<file path="config.mk">
export PLATFORM = sky130hd
export DESIGN_NAME = alu_flat
export DESIGN_NICKNAME = d
export VERILOG_FILES = /design/src/rtl/alu_pkg.sv /design/src/rtl/alu_if.sv /design/src/rtl/alu_flag_reg.sv /design/src/rtl/alu.sv /design/src/flat_wrapper.sv
export SDC_FILE = /design/constraint.sdc
export NUM_CORES = 1
export LEC_CHECK = 0
export BUFFER_PORTS_ARGS = -buffer_cell sky130_fd_sc_hd__buf_2
export CORE_ASPECT_RATIO = 2
export CORE_MARGIN = 3
export CORE_UTILIZATION = 45
export CTS_CLUSTER_DIAMETER = 100
export DETAILED_ROUTE_END_ITERATION = 16
export GPL_TIMING_DRIVEN = 0
export PLACE_DENSITY = 0.67
export SYNTH_ARGS = -nofsm -noshare
export SYNTH_HDL_FRONTEND = slang
export SYNTH_SLANG_ARGS = --single-unit
</file>
<file path="constraint.sdc">
create_clock -name i_clk -period 5.2 [get_ports i_clk]
set_clock_uncertainty 0.15 [all_clocks]
set_input_delay 1.04 -clock i_clk [delete_from_list [all_inputs] [get_ports i_clk]]
set_output_delay 1.04 -clock i_clk [all_outputs]
set_load 0.01 [all_outputs]
</file>
<file path="src/rtl/alu_pkg.sv">
// Shared definitions for the ALU: MIPS funct opcodes, default widths and
// the packed layout of the registered status flags.
package alu_pkg;

  localparam int NB_DATA_DEF   = 8;
  localparam int NB_OPCODE_DEF = 6;

  // MIPS funct codes selecting the operation
  localparam logic [5:0] ADD = 6'b100000;
  localparam logic [5:0] SUB = 6'b100010;
  localparam logic [5:0] AND = 6'b100100;
  localparam logic [5:0] OR  = 6'b100101;
  localparam logic [5:0] XOR = 6'b100110;
  localparam logic [5:0] NOR = 6'b100111;
  localparam logic [5:0] SRA = 6'b000011;
  localparam logic [5:0] SRL = 6'b000010;

  // Status flags describing the previous cycle's result
  typedef struct packed {
    logic carry;
    logic zero;
    logic negative;
    logic overflow;
  } flags_t;

endpackage

</file>
<file path="src/rtl/alu_if.sv">
// Operand/opcode/result bundle between the upstream input registers and the ALU.
interface alu_if
  import alu_pkg::*;
#(
  parameter int NB_DATA   = NB_DATA_DEF,
  parameter int NB_OPCODE = NB_OPCODE_DEF
);
  logic signed [NB_DATA-1:0]   i_op_1;
  logic signed [NB_DATA-1:0]   i_op_2;
  logic        [NB_OPCODE-1:0] i_opcode;
  logic signed [NB_DATA-1:0]   o_result;
  logic                        o_carry;
  logic                        o_zero;
  logic                        o_negative;
  logic                        o_overflow;

  // Side that supplies operands and consumes results/flags
  modport master (
    output i_op_1, i_op_2, i_opcode,
    input  o_result, o_carry, o_zero, o_negative, o_overflow
  );

  // ALU side
  modport slave (
    input  i_op_1, i_op_2, i_opcode,
    output o_result, o_carry, o_zero, o_negative, o_overflow
  );
endinterface

</file>
<file path="src/rtl/alu_flag_reg.sv">
// Four-bit status-flag register; reset clears all flags immediately.
module alu_flag_reg
  import alu_pkg::*;
(
  input  logic   i_clk,
  input  logic   i_reset,
  input  flags_t d,
  output flags_t q
);

  // Capture the next-values every edge; async clear on reset
  always_ff @(posedge i_clk or posedge i_reset) begin
    if (i_reset) q <= '0;
    else         q <= d;
  end

endmodule

</file>
<file path="src/rtl/alu.sv">
// Combinational integer ALU with a registered carry/zero/negative/overflow
// stage. The result path has no state; only the flags see the clock.
module alu
  import alu_pkg::*;
#(
  parameter int NB_DATA   = NB_DATA_DEF,
  parameter int NB_OPCODE = NB_OPCODE_DEF
)(
  input  logic i_clk,
  input  logic i_reset,
  alu_if.slave bus
);

  localparam int MSB = NB_DATA - 1;

  logic [NB_DATA-1:0] a;
  logic [NB_DATA-1:0] b;
  logic [NB_DATA-1:0] res;
  logic [NB_DATA:0]   wide;
  logic               carry;
  logic               ovf;
  logic               valid;
  flags_t             nxt;
  flags_t             flags;

  assign a = bus.i_op_1;
  assign b = bus.i_op_2;

  // One case on the opcode yields the result and the carry/overflow next-values.
  // Carry and borrow both come out of an NB_DATA+1 bit unsigned add/sub.
  always_comb begin
    res   = '0;
    wide  = '0;
    carry = 1'b0;
    ovf   = 1'b0;
    valid = 1'b1;
    case (bus.i_opcode)
      NB_OPCODE'(ADD): begin
        wide  = {1'b0, a} + {1'b0, b};
        res   = wide[MSB:0];
        carry = wide[NB_DATA];
        ovf   = (a[MSB] == b[MSB]) && (res[MSB] != a[MSB]);
      end
      NB_OPCODE'(SUB): begin
        // top bit of the widened difference is the borrow (A < B unsigned)
        wide  = {1'b0, a} - {1'b0, b};
        res   = wide[MSB:0];
        carry = wide[NB_DATA];
        ovf   = (a[MSB] != b[MSB]) && (res[MSB] != a[MSB]);
      end
      NB_OPCODE'(AND): res = a & b;
      NB_OPCODE'(OR):  res = a | b;
      NB_OPCODE'(XOR): res = a ^ b;
      NB_OPCODE'(NOR): res = ~(a | b);
      // Oversized shift amounts saturate naturally: >>> fills with the sign,
      // >> fills with zeros.
      NB_OPCODE'(SRA): res = $unsigned($signed(a) >>> b);
      NB_OPCODE'(SRL): res = a >> b;
      default:         valid = 1'b0;
    endcase
  end

  // Flag next-values; an unknown opcode forces every flag low, zero included
  always_comb begin
    nxt          = '0;
    nxt.carry    = carry;
    nxt.overflow = ovf;
    nxt.zero     = valid && (res == '0);
    nxt.negative = res[MSB];
  end

  alu_flag_reg u_flag_reg (
    .i_clk   (i_clk),
    .i_reset (i_reset),
    .d       (nxt),
    .q       (flags)
  );

  assign bus.o_result   = res;
  assign bus.o_carry    = flags.carry;
  assign bus.o_zero     = flags.zero;
  assign bus.o_negative = flags.negative;
  assign bus.o_overflow = flags.overflow;

endmodule

</file>
<file path="src/flat_wrapper.sv">
// flat-port wrapper written by rule: the top's interface ports become plain ports
module alu_flat import alu_pkg::*;
#(
  parameter int NB_DATA   = NB_DATA_DEF,
  parameter int NB_OPCODE = NB_OPCODE_DEF
)
  (i_clk, i_reset, bus_i_op_1, bus_i_op_2, bus_i_opcode, bus_o_result, bus_o_carry, bus_o_zero, bus_o_negative, bus_o_overflow);
  alu_if #(.NB_DATA(NB_DATA), .NB_OPCODE(NB_OPCODE)) bus_i ();
  input  logic i_clk;
  input  logic i_reset;
  input wire logic [$bits(bus_i.i_op_1)-1:0] bus_i_op_1;
  input wire logic [$bits(bus_i.i_op_2)-1:0] bus_i_op_2;
  input wire logic [$bits(bus_i.i_opcode)-1:0] bus_i_opcode;
  output wire logic [$bits(bus_i.o_result)-1:0] bus_o_result;
  output wire logic [$bits(bus_i.o_carry)-1:0] bus_o_carry;
  output wire logic [$bits(bus_i.o_zero)-1:0] bus_o_zero;
  output wire logic [$bits(bus_i.o_negative)-1:0] bus_o_negative;
  output wire logic [$bits(bus_i.o_overflow)-1:0] bus_o_overflow;
  assign bus_i.i_op_1 = bus_i_op_1;
  assign bus_i.i_op_2 = bus_i_op_2;
  assign bus_i.i_opcode = bus_i_opcode;
  assign bus_o_result = bus_i.o_result;
  assign bus_o_carry = bus_i.o_carry;
  assign bus_o_zero = bus_i.o_zero;
  assign bus_o_negative = bus_i.o_negative;
  assign bus_o_overflow = bus_i.o_overflow;
  alu #(.NB_DATA(NB_DATA), .NB_OPCODE(NB_OPCODE)) u_core (.i_clk(i_clk), .i_reset(i_reset), .bus(bus_i));
endmodule
</file>
==> metrics.txt, run 1 <==
status=completed; Seq/Total Area, Yosys=0.0503; worst-path maximum fanout=7; chip width=53.0 um; combinational share of power=0.643; Pins Over Slew Limit=0; area growth from synthesis to layout=13.9%; Layout Nets=351; Tmin final=4.93 ns; CP arrival=3.74 ns; Setup CP Type=input pin to output pin; final hold violation count=0; root buf cell=clkbuf_8; die extent in y=100 um; DR WL/cell=18.3 um; Worst setup EP type=output pin; final core occ=0.544; post-CTS sizing=0; Initial Util=0.478; Rel. slew slack=0.436; Final Power=0.277 mW; max FFs per register=4; pin count of the biggest net entering global routing=11; library cells used by synthesis=64; RSZ-0062 raised after global routing=false; Syn. warnings=0; clk sinks=4; layout cell share with drive strength beyond 1=0.217; Post-synth EDFFs=0; switching power=0.123 mW; initial antenna violation count=0; initial drt markers=57; ys flop type=dfrtp_1; clk slew on worst S/H paths=0.03 ns; Max-cap violations=0; CTS max path bufs=2; worst vdd ir=0.0969 mV; Switching Share=0.444; setup bufs post-CTS=0; Critical Path Source Type=input pin; TritonCTS clock tree=yes; port bufs=34; dpl hpwl=5390 um; Placed Instances=348; core area=0.00417 mm2; final setup fails=0; vias in the first global route=2,247; Non-Filler Instances=351; asr flop ratio synth=1.00; fmax=203 MHz; H-tree Lvls=1; commonest non-fill, non-tap cell in the layout=buf_2; GPL Wtd Cong=0.986; syn avg cell area=7.60 um2; Largest Register=u_core.u_flag_reg.q; vias per cell=6.10; Seq pwr share=0.117; #FFs+latches synth=4; DP Area=0.00223 mm2; power per standard cell area=122 mW/mm2; Detail Route Antenna Nets=0; cell area after layout=0.00227 mm2; Regs by FF count=u_core.u_flag_reg.q x4; ANT cells=0; grt ovf=0; Worst-Margin Slew=0.840 ns; Num CTS Buffers=3; CP required=4.01 ns; Lkg Pwr=1.10 nW; Clk network pwr share=0.240; GRT Overall Usage=0.271; IO Pins=36; Post-route DRC=0; Die Area=0.00531 mm2; DRT Pass-1 Iters=4; first-pass GRT wire length=10,800 um; final wirelength=6420 um; worst min path class=input pin to async pin; Internal=0.154 mW; commonest cells after routing, fill and taps aside=buf_2 (40), ha_1 (24), inv_1 (23), o21ai_0 (19), nand2_1 (18); post-route setup TNS=0 ns; Post-Synthesis Cells=262; vias=2,140; hold_buf cts=0; std cell rows=33; Mapped Nets=312; Mapped Area=0.00199 mm2; Final Cycle Share=0.948
-- power groups by stage --
stage,Sequential (mW),Combinational (mW),Clock [mW]
after floorplan,0.0332,0.120,0
after global placement,0.0327,0.174,0
after detailed placement,0.0327,0.177,0
after CTS,0.0324,0.178,0.0659
after global routing,0.0324,0.199,0.0690
final,0.0324,0.178,0.0665
-- per-layer routing --
metal | part of all wire | routed length, um | global-route usage | vias to the layer above
met5 | 0 | 0 | 0 | -
met4 | 0.092 | 590 | 0.222 | 0
met3 | 0.043 | 274 | 0.0223 | 39
met2 | 0.53 | 3410 | 0.477 | 82
met1 | 0.33 | 2150 | 0.273 | 986
li1 | - | - | - | 1033
-- cell families (layout without fill, tap and decap cells) --
group                    after synthesis  after routing  share of synthesized area
AO/OA/AOI/OAI                         79             79                      0.271
XOR/XNOR                              16             16                     0.0704
adder cells (fa/ha/maj)               26             26                      0.171
buffers and inverters                 42             79                     0.0923
flip-flops                             4              4                     0.0503
multiplexers                          21             21                      0.127
AND/OR/NAND/NOR                       74             74                      0.219
-- stage by stage --
| step | hold WS, ns | setup slack [ns] |
|---|---|---|
| final | 0.540 | 0.270 |
| after global routing | 0.569 | 0.102 |
| after CTS | 0.547 | 0.286 |
| after detailed placement | 0.772 | 0.286 |
| after global placement | 0.771 | 0.335 |
| after floorplan | 0.656 | 1.02 |
-- cell type report --
type,instances,area (um2)
flip-flops and latches,4,100
inverters,24,90.1
multi-input cells,216,1710
clock buffers,3,41.3
plain buffers,18,93.8
well taps,52,65.1
fillers,441,1900
repair buffers,34,170
-- critical path, cell delays in order --
cell and delay, ns:
buf_2 0.15, clkbuf_1 0.31, inv_1 0.16, ha_1 0.36, o21ba_2 0.25, nor4_1 0.39, o31a_1 0.34, o31a_1 0.16
a21boi_0 0.24, inv_1 0.09, buf_4 0.13, buf_2 0.12
-- cells in the mapped netlist, types with 2 or more instances --
cell	count	area, um2
o21ai_1	2	10.0
a211oi_1	2	15.0
buf_2	6	30.0
mux2_2	4	45.0
o21ai_0	19	95.1
nand2b_1	3	18.8
o211ai_1	7	52.6
mux2i_1	14	140
and4b_1	2	20.0
o31ai_1	2	15.0
and4_1	2	17.5
nand3_1	5	25.0
a21boi_0	2	15.0
nand2_1	18	67.6
o21ba_2	2	20.0
nor3_1	6	30.0
nor2b_1	4	25.0
xor2_1	7	61.3
or3_1	5	31.3
a22oi_1	2	15.0
xnor2_1	9	78.8
fa_1	2	40.0
dfrtp_1	4	100
a221oi_2	2	30.0
a21oi_1	15	75.1
and3_1	2	12.5
mux4_2	3	67.6
or3b_1	2	17.5
nor2_1	12	45.0
clkbuf_1	7	26.3
a31oi_1	3	18.8
inv_1	23	86.3
o22ai_1	2	12.5
buf_4	3	22.5
a21o_1	4	30.0
o31a_1	4	35.0
ha_1	24	300
-- final timing paths --
kind	cells after the start	slack, ns	startpoint	endpoint
max in group asynchronous	2	4.22	i_reset	u_core.u_flag_reg.q[2]$_DFF_PP0_
min in group i_clk	5	1.20	bus_i_op_1[7]	u_core.u_flag_reg.q[3]$_DFF_PP0_
hold / removal	2	0.54	i_reset	u_core.u_flag_reg.q[3]$_DFF_PP0_
setup / recovery	12	0.27	bus_i_op_2[1]	bus_o_result[7]
Power figures use the tool's default switching activity.
==> run 2: changes to the inputs <==
--- a/config.mk
+++ b/config.mk
@@ -6,10 +6,10 @@
 export NUM_CORES = 1
 export LEC_CHECK = 0
 export BUFFER_PORTS_ARGS = -buffer_cell sky130_fd_sc_hd__buf_2
-export CORE_ASPECT_RATIO = 2
+export CORE_ASPECT_RATIO = 1.2
 export CORE_MARGIN = 3
 export CORE_UTILIZATION = 45
-export CTS_CLUSTER_DIAMETER = 100
+export CTS_CLUSTER_DIAMETER = 120
 export DETAILED_ROUTE_END_ITERATION = 16
 export GPL_TIMING_DRIVEN = 0
 export PLACE_DENSITY = 0.67
==> run 2 against run 1 <==
Compared with the run above: first-iteration DRC count rose to 4.8 times the previous value; sequential share of layout area barely moved; die area fell by 0.85%; critical path depth did not move; routed wire length fell by 11%; via count fell by 2.9%; utilization rose by 0.93 points; sequential power barely moved; total power fell by 2.0%; clock power rose by 0.8%; setup slack improved by 0.039 ns; critical endpoint unchanged.
==> metrics.txt, run 2 (synthesized netlist as in run 1, its figures left out) <==
Layout Nets=350 (-0.28%); DR WL/cell=16.3 um (-11%); Regs by FF count=u_core.u_flag_reg.q x4; CP arrival=3.70 ns (-0.04 ns); worst vdd ir=0.0454 mV (-53%); vias=2,078 (-2.9%); H-tree Lvls=1 (unchanged); clk sinks=4 (unchanged); initial antenna violation count=0 (unchanged); Rel. slew slack=0.455 (+0.0196); Setup CP Type=input pin to output pin; Tmin final=4.89 ns (-0.0391 ns); Detail Route Antenna Nets=0 (unchanged); commonest cells after routing, fill and taps aside=buf_2 (40), ha_1 (24), inv_1 (23), o21ai_0 (19), nand2_1 (18); initial drt markers=276 (+380%); vias per cell=5.90 (-3.2%); IO Pins=36 (unchanged); Num CTS Buffers=3 (unchanged); post-CTS sizing=0 (unchanged); pin count of the biggest net entering global routing=11 (unchanged); core area=0.00410 mm2 (-1.7%); std cell rows=25 (-24%); Lkg Pwr=1.10 nW (-0.11%); Pins Over Slew Limit=0 (unchanged); CTS max path bufs=2 (unchanged); Post-route DRC=0 (unchanged); max FFs per register=4 (unchanged); Worst Slack Setup Final=0.309 ns (+0.0391 ns); Largest Register=u_core.u_flag_reg.q; GRT Overall Usage=0.220 (-0.0508); Seq. cell area=100 um2 (unchanged); fillers=406 (-7.9%); final wirelength=5740 um (-11%); chip width=66.7 um (+26%); worst min path class=input pin to async pin; Worst-Margin Slew=0.811 ns (-0.0292 ns); area growth from synthesis to layout=13.8% (about the same); worst-path maximum fanout=7 (unchanged); root buf cell=clkbuf_8; vias in the first global route=1,898 (-16%); Final Cycle Share=0.941 (-0.00752); final hold violation count=0 (unchanged); GPL Wtd Cong=0.955 (-3.1%); Max-cap violations=0 (unchanged); Die Area=0.00526 mm2 (-0.85%); DRT Pass-1 Iters=5 (+1); first-pass GRT wire length=9140 um (-15%); RSZ-0062 raised after global routing=false; status=completed; port bufs=34 (unchanged); post-route setup TNS=0 ns (unchanged); grt ovf=0 (unchanged); footprint of the multi-input gates=0.00171 mm2 (unchanged); power per standard cell area=120 mW/mm2 (-1.9%); Setup Slack @ Placement=0.250 ns (-0.0353 ns); Placed Instances=350 (+0.57%); die extent in y=78.9 um (-21%); fmax=204 MHz (+0.80%); Worst setup EP type=output pin; Initial Util=0.486 (+0.00846); CP required=4.01 ns (about the same); clk slew on worst S/H paths=0.03 ns (about the same); dpl hpwl=4680 um (-13%); Critical Path Source Type=input pin; layout cell share with drive strength beyond 1=0.218 (+0.000730); minimum hold slack=0.543 ns (+0.00246 ns); commonest non-fill, non-tap cell in the layout=buf_2; ANT cells=0 (unchanged); final setup fails=0 (unchanged); TritonCTS clock tree=yes; Non-Filler Instances=352 (+0.28%)
-- run 2: cell types whose count changed in the layout (fill, tap and decap cells not counted), sizes merged --
cell | before | now
clkbuf | 10 | 9
-- run 2: routing by layer --
layer	wire length, um	vias to the layer above	track usage	part of all wire
li1	-	1030	-	-
met4	69	0	0.0508	0.012
met5	0	-	0	0
met2	2760	71	0.367	0.48
met3	309	7	0.0170	0.054
met1	2600	970	0.305	0.45
-- run 2: through the flow --
step / power [mW] / utilization / area [um2]
detailed placement: 0.204 / 0.544 / 2230
CTS: 0.273 / 0.554 / 2270
global placement: 0.202 / 0.544 / 2230
floorplan: 0.154 / - / 1990
global route: 0.295 / 0.553 / 2270
finish: 0.272 / 0.553 / 2270
-- run 2: area by class of cell --
cell class	count	share of cell area
Multi-Input combinational cell	216	0.753
Timing Repair Buffer	34	0.0751
Sequential cell	4	0.0442
Buffer	17	0.0397
Inverter	24	0.0397
Tap cell	54	0.0298
Clock buffer	3	0.0182
-- run 2: what timing repair did --
action,CTS,global route
hold buffers,0,0
setup endpoints to repair,0,1
setup buffers,0,0
-- run 2: how the worst max path moves through the flow --
stage | slack [ns] | start | cells past startpoint | to
6_report | 0.31 | bus_i_op_2[1] | 12 | bus_o_result[7]
5_1_grt | 0.08 | bus_i_op_2[1] | 12 | bus_o_result[7]
4_1_cts | 0.26 | bus_i_op_1[7] | 13 | bus_o_result[7]
3_5_place_dp | 0.25 | bus_i_op_1[7] | 13 | bus_o_result[7]
3_3_place_gp | 0.28 | bus_i_op_2[1] | 12 | bus_o_result[7]
2_1_floorplan | 1.02 | bus_i_op_2[1] | 11 | bus_o_result[7]
-- run 2: where the power goes --
part,total [mW],switching (mW),internal (mW)
Clock,0.0670,0.0175,0.0495
Combinational,0.173,0.100,0.0724
Sequential,0.0324,0.000172,0.0322
-- run 2: worst max-delay path: stages --
cell and delay [ns]:
buf_2 0.14, clkbuf_1 0.29, inv_1 0.19, ha_1 0.36, o21ba_2 0.24, nor4_1 0.35
o31a_1 0.33, o31a_1 0.15, a21boi_0 0.25, inv_1 0.09, buf_4 0.13, buf_2 0.13
